**src/rtl/imm_narrow.sv**
```systemverilog
// imm_narrow: immediate narrowing encoder (inverse of the decode-stage
// immediate extender). Takes a 16-bit value and a target immediate mode and
// produces the 11-bit instruction immediate field plus a fit flag. The field
// re-extends to the original value only when fit=1.
//
// Two-stage valid/ready pipeline:
//   stage 1 registers the item and judges fit for all four modes,
//   stage 2 is the output register (out_*), which also selects the field.
// err_count counts delivered unfit items and saturates at all-ones.
//
// Optional feature, macro AUTO_MODE_EN:
//   defined   -> in_mode is ignored; out_mode is the first fitting mode in
//                priority 00,01,10,11. If none fits, out_mode=11 and out_fit=0.
//   undefined -> out_mode = in_mode, and fit is judged for that mode only.
module imm_narrow #(
    parameter int ERR_W = 8
) (
    input  logic             clk,
    input  logic             rst,
    input  logic             in_valid,
    output logic             in_ready,
    input  logic [15:0]      in_value,
    input  logic [1:0]       in_mode,
    output logic             out_valid,
    input  logic             out_ready,
    output logic [10:0]      out_field,
    output logic [1:0]       out_mode,
    output logic             out_fit,
    output logic [ERR_W-1:0] err_count
);

    // Immediate modes as encoded in the instruction format.
    typedef enum logic [1:0] {
        MODE_ZEXT5  = 2'b00,
        MODE_SEXT5  = 2'b01,
        MODE_SEXT8  = 2'b10,
        MODE_SEXT11 = 2'b11
    } mode_e;

    localparam logic [ERR_W-1:0] ERR_ONE = ERR_W'(1);

    // Stage 1 state.
    logic        s1_valid;
    logic [15:0] s1_value;
    logic [3:0]  s1_fit;     // bit i = value fits mode i

    // Fit of the incoming value for every mode.
    logic [3:0]  fit_now;

    // Stage 2 load selection.
    mode_e       sel_mode;
    logic        sel_fit;
    logic [10:0] sel_field;

    // Handshake helpers.
    logic        s2_free;
    logic        out_fire;

`ifdef AUTO_MODE_EN
    // Mode is chosen from the value alone; in_mode has no effect here.
    logic unused_mode;
    assign unused_mode = ^in_mode;
`else
    mode_e       s1_mode;
`endif

    // Output register can take a new item when empty or being drained.
    assign s2_free  = !out_valid || out_ready;
    assign out_fire = out_valid && out_ready;

    // Stage 1 is free when empty or when stage 2 can take its item.
    assign in_ready = !s1_valid || !out_valid || out_ready;

    // Fit judgement for all modes: the bits above the field's sign/msb
    // position must be zero (zext5) or all copies of the sign bit (sextN).
    always_comb begin
        fit_now    = '0;
        fit_now[0] = (in_value[15:5] == '0);
        fit_now[1] = (in_value[15:4] == '0) || (in_value[15:4] == '1);
        fit_now[2] = (in_value[15:7] == '0) || (in_value[15:7] == '1);
        fit_now[3] = (in_value[15:10] == '0) || (in_value[15:10] == '1);
    end

    // Stage 1 register: captures an accepted item and its fit vector.
    always_ff @(posedge clk) begin
        if (rst) begin
            s1_valid <= 1'b0;
            s1_value <= '0;
            s1_fit   <= '0;
`ifndef AUTO_MODE_EN
            s1_mode  <= MODE_ZEXT5;
`endif
        end else if (in_ready) begin
            s1_valid <= in_valid;
            if (in_valid) begin
                s1_value <= in_value;
                s1_fit   <= fit_now;
`ifndef AUTO_MODE_EN
                s1_mode  <= mode_e'(in_mode);
`endif
            end
        end
    end

    // Mode selection and field truncation for the item leaving stage 1.
    always_comb begin
`ifdef AUTO_MODE_EN
        if (s1_fit[0]) begin
            sel_mode = MODE_ZEXT5;
        end else if (s1_fit[1]) begin
            sel_mode = MODE_SEXT5;
        end else if (s1_fit[2]) begin
            sel_mode = MODE_SEXT8;
        end else begin
            sel_mode = MODE_SEXT11;
        end
`else
        sel_mode = s1_mode;
`endif
        sel_fit = s1_fit[sel_mode];
        case (sel_mode)
            MODE_ZEXT5,
            MODE_SEXT5:  sel_field = {6'b0, s1_value[4:0]};
            MODE_SEXT8:  sel_field = {3'b0, s1_value[7:0]};
            default:     sel_field = s1_value[10:0];
        endcase
    end

    // Stage 2 output register: holds while stalled, reloads when free.
    always_ff @(posedge clk) begin
        if (rst) begin
            out_valid <= 1'b0;
            out_field <= '0;
            out_mode  <= MODE_ZEXT5;
            out_fit   <= 1'b0;
        end else if (s2_free) begin
            out_valid <= s1_valid;
            if (s1_valid) begin
                out_field <= sel_field;
                out_mode  <= sel_mode;
                out_fit   <= sel_fit;
            end
        end
    end

    // Saturating count of unfit items handed to the consumer.
    always_ff @(posedge clk) begin
        if (rst) begin
            err_count <= '0;
        end else if (out_fire && !out_fit && (err_count != '1)) begin
            err_count <= err_count + ERR_ONE;
        end
    end

endmodule

```
**config.mk**
```make
export PLATFORM = sky130hd
export DESIGN_NAME = imm_narrow
export DESIGN_NICKNAME = d
export VERILOG_FILES = /design/src/rtl/imm_narrow.sv
export SDC_FILE = /design/constraint.sdc
export NUM_CORES = 1
export LEC_CHECK = 0
export CORE_UTILIZATION = 47
export CTS_CLUSTER_SIZE = 14
export DETAILED_ROUTE_END_ITERATION = 12
export PLACE_DENSITY = 0.79
export SYNTH_ARGS = -nofsm -noshare
export SYNTH_HDL_FRONTEND = slang
export SYNTH_SLANG_ARGS = --single-unit
```
**constraint.sdc**
```tcl
create_clock -name clk -period 2.1 [get_ports clk]
set_input_delay 0.42 -clock clk [delete_from_list [all_inputs] [get_ports clk]]
set_output_delay 0.42 -clock clk [all_outputs]
set_load 0.02 [all_outputs]
```
==> results.py <==
metrics = {
    "logic_synthesis": {
        "async_reset_ff_share_pct": 0,
        "postSynthAreaPerCell_um2": 8.133,
        "synth_mux_area_share_pct": 1.980,
        "syn_nets": 225,
        "syn-instance-count": 202,
        "synth-xor-area-share_pct": 1.066,
        "synth_area_leader_cell": "dfxtp_1",
        "netlist_top_cells_area": "dfxtp_1 50%, nand2_1 13%, a21oi_1 10%",
        "ys.flop_type": "dfxtp_1",
        "synth_compound_area_share_pct": 15.38,
        "synth.distinct_cells": 32,
        "ys_seq_area_share_pct": 49.96,
        "synth_top_area_share_pct": 49.96,
        "synthSimpleGateAreaFrac_pct": 27.34,
        "synth_edf_count": 0,
        "synth_top_family_by_area": "simple AND/OR/NAND/NOR gates",
        "yosys.area_share.adder_pct": 0.7616,
        "synth-seq-cells": 41,
        "syn_area_um2": 1643,
        "yosys_warnings": 0,
    },
    "layout": {
        "area_growth_pct": 39.30,
        "nNetsFinal": 276,
        "diodes": 0,
        "fin_util_pct": 68.58,
        "fin_area_um2": 2288,
        "final_cells": 300,
        "drive_gt1_share_pct": 7.874,
    },
    "timing": {
        "tightest_slew_ps": 504.2,
        "period_share_pct": 93.49,
        "slew_headroom_pct": 66.31,
        "rsz0062_at_grt": "false",
        "clock_skew_ps": 10.25,
        "fmax_mhz": 509.3,
        "drv_slew": 0,
        "hold_viol_final": 0,
        "setup_viol": 0,
        "fin_ws_ps": 136.7,
        "fin_tns_setup_ps": 0,
        "min_period_ps": 1963,
    },
    "power_and_ir_drop": {
        "powerDensity_nw_per_um2": 705.3,
        "leakage_uw": 0.0008329,
        "peakVddDrop_mv": 0.4020,
        "swShare_pct": 22.35,
        "p_sw_uw": 360.7,
        "p_clk_share_pct": 39.8,
        "p_comb_share_pct": 9.4,
        "seq_power_share_pct": 50.8,
        "intPower_uw": 1253,
    },
    "route": {
        "wl_mm": 3.632,
        "drt_iter0_drc": 80,
        "first_pass_iters": 5,
        "vias": 1584,
        "viasPerCell": 5.280,
        "ant_nets": 0,
        "drcViolationCount": 0,
        "wire_per_inst_um": 12.11,
    },
    "setup_path": {
        "r2r_start": "err_count[4]",
        "r2r_cells": 4,
        "start_kind": "flip-flop",
        "slowest_stage": "clkdlybuf4s50_1",
        "critical_path.endpoint_type": "output pin",
        "required_ps": 1680,
        "cp_max_fo": 9,
        "cp_cell_sequence": "clkdlybuf4s50_1",
        "cp.arrival_ps": 1540,
        "critPathTopFamily": "buffers and inverters",
        "criticalPathCategory": "reg2out",
        "crit_buf_inv": 1,
        "r2r_end": "err_count[1]",
        "max_stage_delay_ps": 670,
        "r2r_slack_ps": 590,
    },
    "min_path": {
        "min_to": "out_field[8]",
        "worstHoldPathType": "reg2reg",
        "hold_start": "out_field[8]",
        "hold_depth": 2,
    },
    "place": {
        "place_hpwl_mm": 2.633,
        "place_area_um2": 2180,
        "preCtsSetupSlack_ps": -8.057,
        "place.gp.congestion": 0.7681,
        "dp.cells": 292,
        "port_buffers": 45,
    },
    "floorplanning": {
        "io_pins": 46,
        "fp-row-count": 21,
        "die_area_um2": 3736,
        "coreArea_um2": 3337,
        "die-height_um": 61.12,
        "start_util_pct": 49.23,
        "die_x_um": 61.12,
    },
    "global_route": {
        "grt_max_degree": 23,
        "antenna_found_initial": 0,
        "grt_util_all_layers_pct": 21.06,
        "grt_pass1_wl_mm": 5.706,
        "grt_overflow": 0,
        "grt_pass1_vias": 1306,
    },
    "clocking": {
        "clock_sinks": 41,
        "clk_pin_slew_worst_paths_ps": 130,
        "root_buffer": "clkbuf_4",
        "numCtsBuffers": 5,
        "clk_latency_ps": 360,
        "cts_buffer_depth": 2,
        "cts_hold_buffers": 0,
        "htreeDepth": 2,
        "cts_tree": "yes",
    },
    "status": {
        "run_status": "complete, no violations",
    },
    "flow_run": {
        "maxCapViolations": 0,
    },
}
stage by stage:
stage | power (uW) | hold slack [ps]
after detailed placement | 988.7 | 443.4
final | 1614 | 461.2
after floorplan | 904.9 | 432.1
after global routing | 1680 | 481.0
after global placement | 985.7 | 440.0
after CTS | 1628 | 461.0
sequential cells by signal, summed over array words and instances (netlist names):
signal     count
out_field     11
s1_value      11
s1_valid       1
s1_mode        2
s1_fit         4
out_fit        1
err_count      8
out_valid      1
out_mode       2
cells in the final DEF (no fill, tap or decap), drive strengths merged:
| cell type | instances |
|---|---|
| a211oi | 1 |
| a21oi | 33 |
| a311oi | 2 |
| a31oi | 1 |
| and2 | 2 |
| and3 | 4 |
| and3b | 1 |
| and4b | 1 |
| buf | 9 |
| bufinv | 2 |
| clkbuf | 5 |
| clkdlybuf4s50 | 44 |
| dfxtp | 41 |
| dlymetal6s2s | 1 |
| ha | 1 |
| inv | 6 |
| mux2i | 1 |
| mux4 | 1 |
| nand2 | 55 |
| nand2b | 1 |
| nand3 | 6 |
| nand3b | 2 |
| nand4 | 6 |
| nor2 | 10 |
| nor3 | 3 |
| nor4 | 1 |
| o2111ai | 1 |
| o211ai | 1 |
| o21ai | 6 |
| o311a | 1 |
| or3 | 2 |
| or4 | 1 |
| xor2 | 2 |
worst max-delay path by stage:
stage | start | to | cells past startpoint
6_report | err_count[2] | err_count[2] | 1
2_1_floorplan | in_value[12] | s1_fit[1] | 4
5_1_grt | err_count[2] | err_count[2] | 1
4_1_cts | out_ready | in_ready | 3
3_5_place_dp | in_value[12] | s1_fit[1] | 5
3_3_place_gp | in_value[12] | s1_fit[1] | 5
layer usage:
| layer | GRT usage (%) | vias to the layer above | part of all wire [%] |
|---|---|---|---|
| met2 | 34.32 | 47 | 49 |
| met5 | 0 | - | 0 |
| met3 | 5.042 | 6 | 5.4 |
| li1 | - | 800 | - |
| met1 | 27.17 | 731 | 44 |
| met4 | 7.792 | 0 | 1.5 |
cells by family after synthesis:
kind of cell,count (synthesis)
AND/OR/NAND/NOR,95
XOR/XNOR,2
flip-flops,41
adder cells (fa/ha/maj),1
buffers and inverters,15
AO/OA/AOI/OAI,46
multiplexers,2
cell type report:
class | instances | area, um^2
sequential | 41 | 820.8
tap | 46 | 57.56
clock buffer | 5 | 37.54
inverter | 5 | 18.77
clock inverter | 3 | 68.82
fill | 296 | 1049
timing repair buffer | 54 | 520.5
multi-input combinational | 146 | 764.5
what timing repair did:
item	in CTS	in global routing
gates resized for setup	0	1
setup endpoints to repair	0	1
buffers inserted	0	0
power by group through the flow:
stage	Combinational, uW	Clock [uW]	Sequential (uW)
floorplan	66.7	0	838
global placement	150	0	836
detailed placement	152	0	837
CTS	153	655	820
global route	167	689	823
finish	152	642	820
tightest hold or removal path, delay by kind of cell, from the launching register on:
family / cells / cell delay (ps)
DFF: 1 / 330
and+or+nand+nor: 1 / 50
AOI/OAI and AO/OA: 1 / 50
cells in the mapped netlist, types with 2 or more instances:
| cell type | number |
|---|---|
| a311oi_1 | 2 |
| a21oi_1 | 33 |
| xor2_1 | 2 |
| dfxtp_1 | 41 |
| and3_1 | 4 |
| o21ai_0 | 6 |
| nand3b_1 | 2 |
| clkbuf_1 | 8 |
| nor2_1 | 10 |
| inv_1 | 5 |
| nand4_1 | 6 |
| nand3_1 | 6 |
| or3_1 | 2 |
| nand2_1 | 55 |
| nor3_1 | 3 |
Power figures use the tool's default switching activity.
